### src/rtl/alu_operand_sequencer.sv
// alu_operand_sequencer
//   Sequencing stage in front of a combinational ALU. Holds a small register
//   file, accepts one instruction at a time over a valid/ready handshake,
//   presents registered operands to the ALU, captures its result and writes
//   it back. A load-immediate command seeds a register without the ALU.
//
// Ports
//   clk, rst                 clock, synchronous active-high reset
//   instr_valid/instr_ready  instruction handshake (ready only while idle)
//   instr_cmd                bit2=1 load immediate, else ALU op_sel=cmd[1:0]
//   instr_rd/rs/rt           destination / operand A / operand B indices
//   instr_imm                immediate value for loads
//   alu_data_a/b, alu_op_sel registered drive to the ALU
//   alu_out, alu_zero        ALU result and zero indication
//   result, zero_flag        last written value / zero of last ALU op
//   done                     one-cycle completion pulse after writeback
//   dbg_addr, dbg_data       combinational register file read port
module alu_operand_sequencer #(
  parameter int NREGS = 8,
  parameter int WIDTH = 16
) (
  input  logic             clk,
  input  logic             rst,
  input  logic             instr_valid,
  output logic             instr_ready,
  input  logic [2:0]       instr_cmd,
  input  logic [2:0]       instr_rd,
  input  logic [2:0]       instr_rs,
  input  logic [2:0]       instr_rt,
  input  logic [WIDTH-1:0] instr_imm,
  output logic [WIDTH-1:0] alu_data_a,
  output logic [WIDTH-1:0] alu_data_b,
  output logic [1:0]       alu_op_sel,
  input  logic [WIDTH-1:0] alu_out,
  input  logic             alu_zero,
  output logic [WIDTH-1:0] result,
  output logic             zero_flag,
  output logic             done,
  input  logic [2:0]       dbg_addr,
  output logic [WIDTH-1:0] dbg_data
);

  typedef enum logic [1:0] {IDLE, READ, EXEC, WB} state_t;

  state_t           state_reg, state_next;
  logic [2:0]       cmd_reg, rd_reg, rs_reg, rt_reg;
  logic [WIDTH-1:0] imm_reg;
  logic [WIDTH-1:0] alu_res_reg;
  logic [WIDTH-1:0] regs [NREGS];
  logic             accept;
  logic [WIDTH-1:0] wb_value;

  assign instr_ready = (state_reg == IDLE);
  assign accept      = instr_ready && instr_valid;
  // Loads bypass the ALU entirely, so the writeback source is chosen by cmd.
  assign wb_value    = cmd_reg[2] ? imm_reg : alu_res_reg;
  assign dbg_data    = regs[dbg_addr];

  always_ff @(posedge clk) begin
    if (rst) begin
      state_reg <= IDLE;
    end else begin
      state_reg <= state_next;
    end
  end

  always_comb begin
    state_next = state_reg;
    case (state_reg)
      IDLE:    if (instr_valid) state_next = instr_cmd[2] ? WB : READ;
      READ:    state_next = EXEC;
      EXEC:    state_next = WB;
      WB:      state_next = IDLE;
      default: state_next = IDLE;
    endcase
  end

  // Instruction fields are captured once at accept; instr_* is don't-care
  // for the rest of the operation.
  always_ff @(posedge clk) begin
    if (rst) begin
      cmd_reg <= '0;
      rd_reg  <= '0;
      rs_reg  <= '0;
      rt_reg  <= '0;
      imm_reg <= '0;
    end else if (accept) begin
      cmd_reg <= instr_cmd;
      rd_reg  <= instr_rd;
      rs_reg  <= instr_rs;
      rt_reg  <= instr_rt;
      imm_reg <= instr_imm;
    end
  end

  always_ff @(posedge clk) begin
    if (rst) begin
      alu_data_a  <= '0;
      alu_data_b  <= '0;
      alu_op_sel  <= '0;
      alu_res_reg <= '0;
      zero_flag   <= 1'b0;
      result      <= '0;
      done        <= 1'b0;
    end else begin
      // done follows the writeback cycle by exactly one clock.
      done <= (state_reg == WB);
      if (state_reg == READ) begin
        alu_data_a <= regs[rs_reg];
        alu_data_b <= regs[rt_reg];
        alu_op_sel <= cmd_reg[1:0];
      end
      // Operands have been stable for a full cycle by the time EXEC ends.
      if (state_reg == EXEC) begin
        alu_res_reg <= alu_out;
        zero_flag   <= alu_zero;
      end
      if (state_reg == WB) begin
        result <= wb_value;
      end
    end
  end

  // One flop row per register; operands were already latched in READ, so a
  // destination equal to a source needs no special handling.
  for (genvar gi = 0; gi < NREGS; gi++) begin : g_regs
    always_ff @(posedge clk) begin
      if (rst) begin
        regs[gi] <= '0;
      end else if ((state_reg == WB) && (rd_reg == 3'(gi))) begin
        regs[gi] <= wb_value;
      end
    end
  end

endmodule

### config.mk
export PLATFORM = sky130hd
export DESIGN_NAME = alu_operand_sequencer
export DESIGN_NICKNAME = d
export VERILOG_FILES = /design/src/rtl/alu_operand_sequencer.sv
export SDC_FILE = /design/constraint.sdc
export NUM_CORES = 1
export LEC_CHECK = 0
export ABC_CLOCK_PERIOD_IN_PS = 3200
export BUFFER_PORTS_ARGS = -buffer_cell sky130_fd_sc_hd__buf_2
export CAP_MARGIN = 40
export CELL_PAD_IN_SITES_DETAIL_PLACEMENT = 1
export CELL_PAD_IN_SITES_GLOBAL_PLACEMENT = 2
export CORE_MARGIN = 8
export CORE_UTILIZATION = 41
export CTS_BUF_LIST = sky130_fd_sc_hd__clkbuf_4 sky130_fd_sc_hd__clkbuf_8
export DETAILED_ROUTE_END_ITERATION = 16
export GPL_ROUTABILITY_DRIVEN = 0
export HOLD_SLACK_MARGIN = 0.02
export PLACE_DENSITY = 0.86
export REMOVE_ABC_BUFFERS = 1
export SYNTH_ARGS = -nofsm -noshare
export SYNTH_HDL_FRONTEND = slang
export SYNTH_SLANG_ARGS = --single-unit
### constraint.sdc
create_clock -name clk -period 3.2 [get_ports clk]
set_clock_uncertainty 0.05 [all_clocks]
set_input_delay 0.8 -clock clk [delete_from_list [all_inputs] [get_ports clk]]
set_output_delay 0.8 -clock clk [all_outputs]
set_load 0.02 [all_outputs]
==> After elaboration in Yosys (flattened, before gate mapping) <==
Memory sizes are Yosys's and may differ from the RTL's. A register that Yosys moved wholly into a read port is not among the register bits.
Cells that the tools add are included.
{ "word_totals": {"regBits": 66, "mem_bits_rw": 128, "inputBits": 51, "out_inout_bits": 69, "memories": 1} }
{ "classes": {"eq_ne": 11, "mux": 38, "bitwise_logic": 8, "n_reduce_logical": 11} }
{ "mem_list": {"columns": ["memory", "words", "word_bits", "rd", "rd_ports_with_merged_regs", "write_ports", "line_no", "rtl"], "rows": [
  ["regs", 8, 16, 3, 2, 8, "49", "logic [WIDTH-1:0] regs [NREGS];"]
]} }
{ "op_table": {"columns": ["cell", "count"], "rows": [
  ["two-way mux 16 bit", 9],
  ["two-way mux 1 bit", 26],
  ["== test 3 bit, second input constant", 4],
  ["logical AND 1 bit", 9],
  ["OR 1 bit", 8],
  ["case mux 2 bit (4 select lines)", 1],
  ["== test 3 x 2 -> 1 bit, second input constant", 2],
  ["== test 2 bit, second input constant", 2],
  ["two-way mux 2 bit", 2],
  ["== test 3 x 1 -> 1 bit, second input constant", 1],
  ["zero test 3 bit", 1],
  ["== test 2 x 1 -> 1 bit, second input constant", 1],
  ["zero test 2 bit", 1],
  ["inequality test 2 bit, second input constant", 1]
]} }

==> Longest topological paths before layout <==
{ "depth": {"ltp_word": 6, "depth_mapped": 7, "ltp_nobuf": 5} }

==> Worst setup path before layout <==
OpenSTA, ideal clock, no wires.
{ "synth_timing": {"path_type": "input-to-output", "start": "in dbg_addr[0]", "end": "out dbg_data[0]", "arrival_ps": 2073, "required_time_ps": 2350, "slack_ps": 277, "cell_stages": 4, "path_buffers": 2, "cell_sequence": "buf_2 -> buf_2 -> mux4_2 -> mux2_2"} }
{ "synth_via": {"elab_chain_cells": 1} }
{ "synth_lines": {"columns": ["item", "line_no", "rtl"], "rows": [
  ["from (decl)", "39", "input logic [2:0] dbg_addr,"],
  ["memory read (8 x 16 bit)", null, null],
  ["to (decl)", "40", "output logic [WIDTH-1:0] dbg_data"]
]} }
No other way between the ends.

==> Worst setup path in the final report <==
{ "layout_timing": {"start": "in dbg_addr[0]", "end": "out dbg_data[14]"} }
Same word-level chain as after synthesis.

==> results.md <==
- Vias per cell: 5.809
- Seq pwr share: 0.391
- Sw Share: 0.3478
- Fin cells: ~1500
- Comb pwr share: 0.313
- Avg WL per Cell: 24.05 um
- CTS Hold Bufs: 0
- Top-area cell type share of the netlist area: 0.3420
- Largest cells by area after synthesis: edfxtp_1 34%, dfxtp_1 17%, mux2i_1 8.9%, nor2_1 6.7%, mux4_2 6.4%
- Leak: approximately 4.8 nW
- Clk_lat worst skew: 550 ps
- Synth-to-Final Area Change: 16.87%
- FF/Latch Area: about 5800 um2
- Die Y: roughly 180 um
- Die X: approximately 180 um
- Core ar.: 26950 um2
- Fill cell count: about 2900
- Cell internal pwr: 0.006259 W
- Initial antenna violation count: 4
- Root Driver: clkbuf_8
- CP Launch Type: primary input
- Syn Area/Cell: ~12 um2
- Critical Path AT: roughly 2200 ps
- # DRC: 0
- Asr flop ratio synth: 0
- Clock Tree Buf Depth: 3
- Post-DRT Antenna Nets: 0
- Biggest register: regs
- First drt pass iteration count: 5
- FMAX: 0.3271 GHz
- Outcome: completed
- CTS tree: built
- H-tree depth: 2
- Clk pwr share: 0.296
- Final Critical Period: 3057 ps
- Peak per-stage delay on the critical path: roughly 540 ps
- Global-route usage over all layers: 0.2106
- YS warnings: 0
- Placed cell count: around 1400
- Reg clk slew, reported paths: roughly 60 ps
- Final core occ: 0.4874
- CP Class: in -> out
- MaxCap Viol Count: 0
- Starting Density: 0.4170
- DR vias: approximately 8500
- Seq/Total Area, Yosys: 0.5165
- Nets: approximately 1100
- Hpwl dp: 22690 um
- Global-route wire length before repair: roughly 54000 um
- Iteration-0 DRC Markers: 640
- Post-synth EDFFs: approximately 130
- Max IR drop VDD: around 0.00035 V
- Vias in the first global route: around 9200
- Multi-input logic area: approximately 5000 um2
- Worst path required time: roughly 2400 ps
- Final setup TNS: 0 ps
- FF+latch count, synth: between 200 and 250
- Area leader, netlist: edfxtp_1
- Share of cells above drive strength 1: 0.3223
- Most frequent cell after synthesis: nor2_1
- Hold WC Path Type: reg -> reg
- Number of flip-flops in the largest register: 128
- Final Hold Fails: 0
- Crit path cell chain: buf_2, buf_12, mux4_2, mux2_2, buf_2
- I/O pins: 120
- Main flop type after synthesis: edfxtp_1
- RSZ-0062 raised after global routing: false
- Synth Instances: 949
- Final Max Tran Viols: 0
- Standard-cell rows: 60
- Synth Cell Area: approximately 11000 um2
- Synth top cells by count: 202 x nor2_1, 128 x edfxtp_1, 100 x mux2i_1
- Fin crit share: 0.9554
- Final wirelength: 35070 um
- Setup bufs post-CTS: 0
- I/O Buffers: 119
- Worst hold slack: 407.0 ps
- Post-cts sizing count: 0
- Switch Pwr: between 0.003 and 0.004 W
- Clock sink count: 226
- Die ar.: approximately 33000 um2
- Power Density: roughly 730 nW/um2
- Slowest-stage cell, CP: mux4_2
- Crit path top cell by count: buf_2
- Worst Tran Pin Value: 799.2 ps
- CP endpoint kind: primary output
- Slew HR: 0.4520
- # setup viols final: 0
- Count of different cell masters after synthesis: 33
- Pin count of the biggest net entering global routing: 100
- ANT cells: 0
- CTS buffer count: 42
- CP max FO: 32
- Grt total ovfl: 0
worst max-delay path: cells and delay by family:
family / cells / cell delay (ps)
muxes: 2 / 840
buffers and inverters: 3 / 540
path summary, 6_finish.rpt:
| check | from | endpoint | slack, ps | cells after the start |
|---|---|---|---|---|
| hold reg to reg | imm_reg[2]$_SDFFE_PP0P_ | imm_reg[2]$_SDFFE_PP0P_ | 410 | 2 |
| setup / recovery | dbg_addr[0] | dbg_data[14] | 140 | 5 |
| hold / removal | imm_reg[2]$_SDFFE_PP0P_ | imm_reg[2]$_SDFFE_PP0P_ | 410 | 2 |
| setup reg to reg | state_reg[1]$_SDFFE_PP0P_ | regs[1][7]$_SDFFCE_PN0P_ | 1080 | 3 |
final cells by class:
class                      count  area share
clock buffer                  62     0.05830
clock inverter                15    0.006858
tap                          341     0.03248
inverter                       2   0.0005715
multi-input combinational    646      0.3794
timing repair buffer         166     0.08021
sequential                   226      0.4422
layout by cell type, fill, tap and decap left out, types with 14 or more instances in the layout:
cell type | Yosys | final
a211oi_1 | 26 | 26
a211oi_2 | 24 | 24
mux2_1 | 20 | 20
dfxtp_1 | 98 | 96
clkbuf_4 | 0 | 14
mux4_2 | 32 | 32
nand2_1 | 66 | 66
mux2i_1 | 100 | 100
buf_2 | 12 | 118
nor2_1 | 202 | 200
clkbuf_8 | 0 | 48
buf_4 | 1 | 39
o22ai_1 | 27 | 27
a21oi_1 | 28 | 28
mux2_2 | 60 | 60
edfxtp_1 | 128 | 128
a221o_1 | 27 | 27
metrics by stage:
step                      instance area [um2]  power [W]  worst slack, ps
after CTS                               13140   0.009705            133.0
after global routing                    13140    0.01009            77.52
after detailed placement                12280   0.006834            134.3
after global placement                  12250   0.006754            148.4
final                                   13140   0.009596            142.9
after floorplan                         10790   0.005722            116.4
power by group through the flow:
| stage | Clock [W] | Combinational (W) | Sequential, W |
|---|---|---|---|
| floorplan | 0 | 0.00163 | 0.00409 |
| global placement | 0 | 0.00296 | 0.00379 |
| detailed placement | 0 | 0.00303 | 0.00380 |
| CTS | 0.00291 | 0.00304 | 0.00375 |
| global route | 0.00303 | 0.00326 | 0.00380 |
| finish | 0.00284 | 0.00300 | 0.00375 |
cell families after synthesis:
| family | share of synthesized area |
|---|---|
| muxes | 0.2333 |
| AOI/OAI and AO/OA | 0.1089 |
| and+or+nand+nor | 0.09607 |
| adders and majority gates | 0.004453 |
| buffers and inverters | 0.04074 |
| DFF | 0.5165 |
layer usage:
metal  part of all wire  vias to the layer above  track usage
li1                   -                     3804            -
met1               0.43                     4216       0.2708
met2               0.46                      346       0.3345
met3              0.078                       96      0.05210
met4              0.033                        8      0.08790
met5             0.0013                        -            0
(Power assumes the default switching activity.)
